===== src/rtl/parity_frame_serializer.sv =====
// parity_frame_serializer: re-checks even parity on {data,parity} and sends it as start(0), word MSB first, stop(1).
// TXD leaves idle 1 cycle after the accepting edge; DIN_READY only in IDLE, nothing is queued while a frame runs.
// Define PFS_DROP_BAD_EN to accept-and-discard words that fail parity instead of transmitting them.
module parity_frame_serializer #(
  parameter int DATA_W   = 4,
  parameter int BAUD_DIV = 4
) (
  input  logic            CLK,
  input  logic            RST_N,
  input  logic [DATA_W:0] DIN,
  input  logic            DIN_VALID,
  output logic            DIN_READY,
  output logic            TXD,
  output logic            BUSY,
  output logic            PERR
);

  localparam int               WORD_W    = DATA_W + 1;
  localparam int               BIT_W     = (WORD_W > 1) ? $clog2(WORD_W) : 1;
  localparam logic [BIT_W-1:0] LAST_BIT  = BIT_W'(DATA_W);
  localparam logic [7:0]       BAUD_LAST = 8'(BAUD_DIV - 1);

  typedef enum logic [1:0] {S_IDLE, S_START, S_DATA, S_STOP} state_t;

  state_t           r_state, w_state_nxt;
  logic [7:0]       r_baud_cnt, w_baud_nxt;
  logic [BIT_W-1:0] r_bit_cnt, w_bit_nxt;
  logic [DATA_W:0]  r_shift, w_shift_nxt;
  logic             r_txd, w_txd_nxt;
  logic             r_perr;
  logic             w_xfer;
  logic             w_bad;
  logic             w_drop;
  logic             w_baud_wrap;

  assign w_xfer      = DIN_VALID && (r_state == S_IDLE);
  assign w_bad       = ^DIN;
  assign w_baud_wrap = (r_baud_cnt == BAUD_LAST);

`ifdef PFS_DROP_BAD_EN
  assign w_drop = w_bad;
`else
  assign w_drop = 1'b0;
`endif

  always_ff @(posedge CLK or negedge RST_N) begin
    if (!RST_N) begin
      r_state    <= S_IDLE;
      r_baud_cnt <= '0;
      r_bit_cnt  <= '0;
      r_shift    <= '0;
      r_txd      <= 1'b1;
      r_perr     <= 1'b0;
    end else begin
      r_state    <= w_state_nxt;
      r_baud_cnt <= w_baud_nxt;
      r_bit_cnt  <= w_bit_nxt;
      r_shift    <= w_shift_nxt;
      r_txd      <= w_txd_nxt;
      r_perr     <= w_xfer && w_bad;
    end
  end

  always_comb begin
    w_state_nxt = r_state;
    w_baud_nxt  = r_baud_cnt;
    w_bit_nxt   = r_bit_cnt;
    w_shift_nxt = r_shift;
    case (r_state)
      S_IDLE: begin
        if (w_xfer) begin
          w_shift_nxt = DIN;
          w_baud_nxt  = '0;
          w_bit_nxt   = '0;
          if (!w_drop) w_state_nxt = S_START;
        end
      end
      S_START: begin
        if (w_baud_wrap) begin
          w_state_nxt = S_DATA;
          w_baud_nxt  = '0;
        end else begin
          w_baud_nxt = r_baud_cnt + 8'd1;
        end
      end
      S_DATA: begin
        if (w_baud_wrap) begin
          w_baud_nxt = '0;
          if (r_bit_cnt == LAST_BIT) begin
            w_state_nxt = S_STOP;
            w_bit_nxt   = '0;
          end else begin
            w_bit_nxt   = r_bit_cnt + 1'b1;
            w_shift_nxt = {r_shift[DATA_W-1:0], 1'b0};
          end
        end else begin
          w_baud_nxt = r_baud_cnt + 8'd1;
        end
      end
      S_STOP: begin
        if (w_baud_wrap) begin
          w_state_nxt = S_IDLE;
          w_baud_nxt  = '0;
        end else begin
          w_baud_nxt = r_baud_cnt + 8'd1;
        end
      end
      default: begin
        w_state_nxt = S_IDLE;
        w_baud_nxt  = '0;
        w_bit_nxt   = '0;
      end
    endcase
  end

  // TXD is decoded from the next state so the line itself comes straight off a flop.
  always_comb begin
    DIN_READY = (r_state == S_IDLE);
    BUSY      = (r_state != S_IDLE);
    TXD       = r_txd;
    PERR      = r_perr;
    case (w_state_nxt)
      S_START: w_txd_nxt = 1'b0;
      S_DATA:  w_txd_nxt = w_shift_nxt[DATA_W];
      default: w_txd_nxt = 1'b1;
    endcase
  end

endmodule


===== config.mk =====
export PLATFORM = sky130hd
export DESIGN_NAME = parity_frame_serializer
export DESIGN_NICKNAME = d
export VERILOG_FILES = /design/src/rtl/parity_frame_serializer.sv
export SDC_FILE = /design/constraint.sdc
export NUM_CORES = 1
export LEC_CHECK = 0
export ABC_AREA = 0
export BUFFER_PORTS_ARGS = -buffer_cell sky130_fd_sc_hd__buf_4
export CORE_ASPECT_RATIO = 1.25
export CORE_MARGIN = 2
export CORE_UTILIZATION = 40
export DETAILED_ROUTE_END_ITERATION = 7
export GPL_TIMING_DRIVEN = 1
export REMOVE_ABC_BUFFERS = 1
export SETUP_SLACK_MARGIN = 0.02
export SYNTH_ARGS = -nofsm -noshare
export SYNTH_HDL_FRONTEND = slang
export SYNTH_SLANG_ARGS = --single-unit

===== constraint.sdc =====
create_clock -name CLK -period 1.8 [get_ports CLK]
set_input_delay 0.45 -clock CLK [delete_from_list [all_inputs] [get_ports CLK]]
set_output_delay 0.45 -clock CLK [all_outputs]
set_load 0.02 [all_outputs]

==> key figures, run 1 <==
Worst setup path
  – FF-to-FF Start: r_baud_cnt[1]$_DFFE_PN0P_
  – Critical Path Source: r_state[0]$_DFF_PN0_
  – Stages on worst setup path: 3
  – Slowest CP cell: dfrtp_2
  – CP endpoint kind: output port
  – WP buf/inv: 2
  – Crit-path max FO: 7
  – CP dominant cell by count: buf_4
  – Crit path DAT: 1.25 ns
  – Kind of cell adding the most delay to the critical path: flip-flops
  – CP required: ~1.4 ns
  – Peak per-stage delay on the critical path: 0.50 ns
  – Worst setup path class: reg2out
  – Cell count of the worst reg-to-reg path: 6
  – Critical path startpoint category: flip-flop
  – Worst reg2reg setup slack: around 0.12 ns
  – FF-to-FF End: TXD$_DFF_PN1_
  – CP Cell Sequence: nor2_4 > buf_4 > buf_4
  – Worst setup path end: DIN_READY

Route
  – First DRT Iteration DRCs: 16
  – Vias per std cell: roughly 5.4
  – Post-route ant nets: 0
  – WL per Instance: 13.5 um
  – # DRC: 0
  – DR vias: 882
  – First-pass DRT Iterations: 4
  – Routed WL: 2.19 mm

Clock network
  – Clk sinks: 20
  – Worst-Skew Late Latency: roughly 0.30 ns
  – Clock Path Buffers: 2
  – Total CTS buffers: 3
  – Reg clk slew, reported paths: ~0.12 ns
  – H-tree depth: 1
  – CTS tree: done
  – Clk root buf: clkbuf_4

Timing
  – Final setup viols: 0
  – Sum Neg Setup Slack: 0 ns
  – Fmax: about 590 MHz
  – Post-Route Skew: 0.00766 ns
  – Crit path time final: approximately 1.7 ns
  – Fin. Hold Viols: 0
  – Tcrit/Tclk final: roughly 95%
  – Worst Setup Slack, final: 0.0983 ns
  – RSZ-0062 raised after global routing: no
  – Slew HR: about 73%
  – Worst-margin pin slew: about 0.40 ns
  – Max-slew violations: 0

Cells and area
  – Fill cells: about 250
  – ANT cells: 0
  – Synth-to-Final Area Change: 18.1%
  – Fin util: 48.7%
  – Final instance area: 1290 sq um
  – Most frequent cells in the layout: buf_4 (18), dfrtp_1 (17), nand2_1 (14)
  – Layout Nets: 140
  – Share of cells above drive strength 1: a little over a quarter
  – Most common cell after layout, fill and taps aside: buf_4

Power
  – Overall Power: between 1.5 and 2 mW
  – Pwr/cell area: 1430 nW/um^2
  – Maximum vdd drop: between 0.6 and 0.7 mV
  – Lkg Pwr: 0.595 nW

Global routing
  – Initial antenna violation count: 0
  – Vias in the first global route: between 900 and 1000
  – Grt ovf: 0
  – Largest net degree at the start of global routing: 21
  – Total GRT Usage: around 15%
  – First-pass GRT wire length: about 3.8 mm

Floorplan
  – Height of the die: approximately 62 um
  – Starting Density: between 40% and 50%
  – # IOs: 12
  – Core ar.: between 2000 and 3000 sq um
  – Die W: 50.8 um
  – Die ar.: 3170 sq um
  – Row Count: 21

Placed design
  – Pre-CTS setup slack: ~0.091 ns
  – # port buffers: 11
  – DP HPWL: ~1.7 mm
  – Placed cell areas: about 1200 sq um
  – GPL Wtd Cong: 0.735

Logic synthesis
  – Synth Warn #: 0
  – Synth Cell Area: ~1100 sq um
  – Avg Cell Area, Syn: roughly 10 sq um
  – Register bit total from synthesis: 20
  – Cell count after synthesis: roughly 110
  – Sequential-to-total area share from yosys stat: a little under half
  – Synth cell types: 34

Min path
  – Hold crit path type: in2async

Job
  – Max-Cap Viols: 0

Status
  – Outcome: finished clean
## sequential cells by signal, summed over array words and instances, names as in the netlist
| name | count |
|---|---|
| r_baud_cnt | 8 |
| r_state | 2 |
| TXD | 1 |
| r_bit_cnt | 3 |
| PERR | 1 |
| r_shift | 5 |
## repair_timing
item | CTS | global route
resized for setup | 3 | 3
endpoints found under the setup margin | 2 | 7
cloned | 0 | 0
endpoints found under the hold margin | 0 | 0
pin swaps | 0 | 0
hold buffers | 0 | 0
buffers inserted | 0 | 2
## layer usage
metal | part of all wire, % | wire length [um] | global-route usage [%]
met5 | 0 | 0 | 0
met4 | 1.9 | 42 | 7.09
met3 | 1.8 | 39 | 2.15
met2 | 52 | 1140 | 28.1
met1 | 44 | 970 | 17.0
## logic make-up (layout without fill, tap and decap cells)
group	count (synthesis)	count (layout)	share of synthesized area, %
and+or+nand+nor	42	42	21.0
muxes	5	5	4.80
buffers and inverters	6	25	2.86
xor gates and xnor gates	7	7	5.60
DFF	20	20	45.8
AOI/OAI and AO/OA	26	26	16.5
adders and majority gates	3	3	3.43
## worst reg2reg max path: stages, from the launching register on
cell      delay [ns]
dfrtp_1         0.43
ha_2            0.20
nor3b_2         0.15
buf_4           0.16
and4_2          0.26
nand3b_1        0.20
a32oi_1         0.21
## cell type report
type	instances	area, sq um	share of cell area [%]
well taps	34	42.5	3.29
inverters	3	11.3	0.871
clock buffers	4	26.3	2.03
flip-flops and latches	20	504	39.0
multi-input cells	83	573	44.3
repair buffers	18	135	10.5
## through the flow
step,std cells,hold slack [ns]
after floorplan,106,0.154
after global placement,156,0.347
after detailed placement,156,0.345
after global routing,162,0.00845
final,162,0.00483
after CTS,160,0.00424
## power by group
part	switching, mW	total (mW)	internal [mW]
Clock	0.140	0.226	0.0862
Sequential	0.197	0.832	0.635
Combinational	0.387	0.786	0.400
Total	0.723	1.84	1.12
## worst min path at each step
stage	from	to	slack, ns	cells past startpoint
6_report	RST_N	r_baud_cnt[1]$_DFFE_PN0P_	0.005	1
5_1_grt	RST_N	r_baud_cnt[3]$_DFFE_PN0P_	0.008	1
4_1_cts	RST_N	r_baud_cnt[1]$_DFFE_PN0P_	0.004	1
3_5_place_dp	RST_N	r_baud_cnt[1]$_DFFE_PN0P_	0.35	1
3_3_place_gp	RST_N	r_baud_cnt[1]$_DFFE_PN0P_	0.35	1
2_1_floorplan	RST_N	PERR$_DFF_PN0_	0.15	0
## Yosys cell counts
| cell | n | area (sq um) |
|---|---|---|
| o2bb2ai_1 | 1 | 8.76 |
| nand3_1 | 5 | 25.0 |
| a32oi_1 | 1 | 8.76 |
| nor3b_2 | 2 | 25.0 |
| and2_1 | 1 | 6.26 |
| xor2_1 | 3 | 26.3 |
| a22oi_1 | 1 | 7.51 |
| nor3_1 | 2 | 10.0 |
| o21ai_0 | 8 | 40.0 |
| a21oi_1 | 1 | 5.00 |
| a211oi_1 | 1 | 7.51 |
| and3_1 | 3 | 18.8 |
| nor4_4 | 1 | 21.3 |
| a31oi_1 | 2 | 12.5 |
| nand2_1 | 14 | 52.6 |
| xnor2_1 | 4 | 35.0 |
| ha_1 | 3 | 37.5 |
| nand4_1 | 1 | 6.26 |
| dfstp_2 | 1 | 26.3 |
| nor2_1 | 8 | 30.0 |
| and4_1 | 1 | 8.76 |
| nand3b_1 | 1 | 7.51 |
| nor2b_1 | 1 | 6.26 |
| buf_2 | 1 | 5.00 |
| a22o_1 | 5 | 43.8 |
| nand2b_1 | 1 | 6.26 |
| nor2_2 | 1 | 6.26 |
| a21oi_2 | 1 | 8.76 |
| mux2i_1 | 3 | 30.0 |
| a21o_1 | 5 | 37.5 |
| mux2_2 | 2 | 22.5 |
| buf_4 | 2 | 15.0 |
| inv_1 | 3 | 11.3 |
| dfrtp_1 | 19 | 475 |
No activity file was read; power rests on OpenSTA's default activity.
==> inputs of run 2 (changes only) <==
Settings changed: CORE_ASPECT_RATIO 1.25 to 0.5.
==> run 2 against run 1 <==
  * Combinational power increased by 3.9%
  * Largest power group is now combinational cells
  * Critical path depth increased by 3
  * Sequential power decreased by 2.8%
  * Critical endpoint is now TXD$_DFF_PN1_
  * Largest cell class unchanged
==> key figures, run 2 (same netlist as run 1, synthesis figures left out) <==
Timing
  – Final setup viols: 0 (unchanged)
  – Tcrit/Tclk final: 93.8% (-0.71 points)
  – Max-slew violations: 0 (unchanged)
  – Post-Route Skew: 0.00317 ns (-0.00448 ns)
  – Fin. Hold Viols: 0 (unchanged)
  – Hold slack: 0.0605 ns (+0.0557 ns)
  – Crit path time final: 1.69 ns (-0.0128 ns)
  – Slew HR: 73.1% (-0.20 points)
  – RSZ-0062 raised after global routing: no
  – Sum Neg Setup Slack: 0 ns (unchanged)
  – Worst-margin pin slew: 0.400 ns (+0.00297 ns)
  – Fmax: 592 MHz (+0.76%)

Cells and area
  – Layout Nets: 143 (+2.1%)
  – Share of cells above drive strength 1: 26.7% (+0.16 points)
  – Final cell count without fillers: 168 (+3.7%)
  – Most frequent cells in the layout: buf_4 (21), dfrtp_1 (19), nand2_1 (14)
  – ANT cells: 0 (unchanged)
  – Final instance area: 1340 sq um (+3.5%)
  – Largest register by flop count: r_baud_cnt
  – Max reg flops: 8 (unchanged)
  – Most common cell after layout, fill and taps aside: buf_4
  – Synth-to-Final Area Change: 22.2%
  – Regs by FF count: r_baud_cnt x8, r_shift x5, r_bit_cnt x3

Clock network
  – Clock Path Buffers: 2 (unchanged)
  – CTS tree: done
  – Reg clk slew, reported paths: 0.08 ns (-0.04 ns)
  – Total CTS buffers: 3 (unchanged)
  – Worst-Skew Late Latency: 0.26 ns (-0.04 ns)
  – CTS hold repair buffers: 0 (unchanged)
  – H-tree depth: 1 (unchanged)
  – Clk sinks: 20 (unchanged)
  – Clk root buf: clkbuf_8

Global routing
  – Vias in the first global route: 773 (-19%)
  – Largest net degree at the start of global routing: 21 (unchanged)
  – Initial antenna violation count: 0 (unchanged)
  – Grt ovf: 0 (unchanged)
  – Most Crowded Layer GR: met2
  – Met2 usage: 26.5% (-1.6 points)
  – Total GRT Usage: 14.9% (-0.45 points)
  – Met1 Use GR: 18.1% (+1.1 points)
  – GR Layer Usage met3: 5.29% (+3.1 points)
  – First-pass GRT wire length: 3.49 mm (-8.2%)

Power
  – Maximum vdd drop: 0.624 mV (-3.4%)
  – Combinational Power Share: 41.5% (-1.1 points)
  – Sequential Power Share: 41.1% (-4.0 points)
  – Lkg Pwr: 0.627 nW (+5.3%)
  – P_sw: 0.718 mW (-0.65%)
  – Overall Power: 1.97 mW (+6.8%)
  – Pint: 1.25 mW (+12%)
  – Sw frac: 36.5% (-2.7 points)
  – Clk network pwr share: 17.5% (+5.3 points)
  – Pwr/cell area: 1470 nW/um^2 (+3.2%)

Placed design
  – Placed cell count: 162 (+3.8%)
  – Placed cell areas: 1260 sq um (+2.1%)
  – DP HPWL: 1.55 mm (-6.5%)
  – # port buffers: 11 (unchanged)
  – GPL Wtd Cong: 0.772 (+5.2%)

Job
  – Max-Cap Viols: 0 (unchanged)

Floorplan
  – Die ar.: 3200 sq um (+0.72%)
  – Core ar.: 2600 sq um (-1.9%)
  – Height of the die: 41.0 um (-34%)
  – # IOs: 12 (unchanged)
  – Starting Density: 42.1% (+0.81 points)
  – Row Count: 13 (-38%)
  – Die W: 78.0 um (+54%)

Route
  – First-pass DRT Iterations: 4 (unchanged)
  – Routed WL: 2.07 mm (-5.4%)
  – First DRT Iteration DRCs: 11 (-5)
  – # DRC: 0 (unchanged)
  – WL per Instance: 12.3 um (-8.8%)
  – Vias per std cell: 5.08 (-6.6%)
  – DR vias: 854 (-3.2%)
  – Post-route ant nets: 0 (unchanged)

Worst setup path
  – CP endpoint kind: flip-flop
  – Worst setup path class: reg2reg
  – Critical path startpoint category: flip-flop
  – Crit path DAT: 1.87 ns (+0.62 ns)
  – Crit-path max FO: 7 (unchanged)
  – CP required: 1.98 ns (+0.63 ns)

Status
  – Outcome: finished clean

Min path
  – Hold crit path type: in2async
[run 2: final timing paths]
check	from	end	slack [ns]	depth (start not counted)
setup / recovery	r_baud_cnt[1]$_DFFE_PN0P_	TXD$_DFF_PN1_	0.11	6
hold / removal	RST_N	r_shift[0]$_DFFE_PN0P_	0.06	1
setup reg to reg	r_baud_cnt[1]$_DFFE_PN0P_	TXD$_DFF_PN1_	0.11	6
hold reg to reg	r_shift[3]$_DFFE_PN0P_	r_shift[3]$_DFFE_PN0P_	0.47	1
max in group asynchronous	RST_N	TXD$_DFF_PN1_	1.46	1
min in group CLK	DIN[0]	r_shift[0]$_DFFE_PN0P_	0.43	3
[run 2: cell type report]
cell class,count,area (sq um)
fillers,252,1260
multi-input cells,83,566
flip-flops and latches,20,502
repair buffers,21,158
clock buffers,4,55.1
well taps,37,46.3
inverters,3,11.3
[run 2: metal layers]
| metal | up-vias | part of all wire, % |
|---|---|---|
| li1 | 430 | - |
| met1 | 413 | 51 |
| met2 | 9 | 45 |
| met3 | 2 | 3.2 |
| met4 | 0 | 0.63 |
| met5 | - | 0 |
[run 2: critical path, cell delays in order (launching register included)]
cell and delay (ns):
dfrtp_1 0.40, ha_1 0.22, nor3b_2 0.16, buf_4 0.16, and4_2 0.26, nand3b_1 0.19, a32oi_1 0.22
[run 2: power by group through the flow]
stage,sequential [mW],clock [mW],combinational [mW]
6_report,0.809,0.344,0.817
5_1_grt,0.837,0.376,0.915
4_1_cts,0.811,0.356,0.787
3_5_place_dp,0.820,0,0.784
3_3_place_gp,0.817,0,0.767
2_1_floorplan,0.805,0,0.527
[run 2: metrics by stage]
| step | setup slack, ns | utilization, % |
|---|---|---|
| after floorplan | 0.117 | - |
| after global placement | 0.131 | 48.6 |
| after detailed placement | 0.0838 | 48.6 |
| after CTS | 0.0682 | 50.7 |
| after global routing | 0.0216 | 51.4 |
| final | 0.111 | 51.4 |
[run 2: what timing repair did]
item | CTS | global route
setup buffers | 0 | 2
gates resized for setup | 0 | 2
setup endpoints to repair | 0 | 2
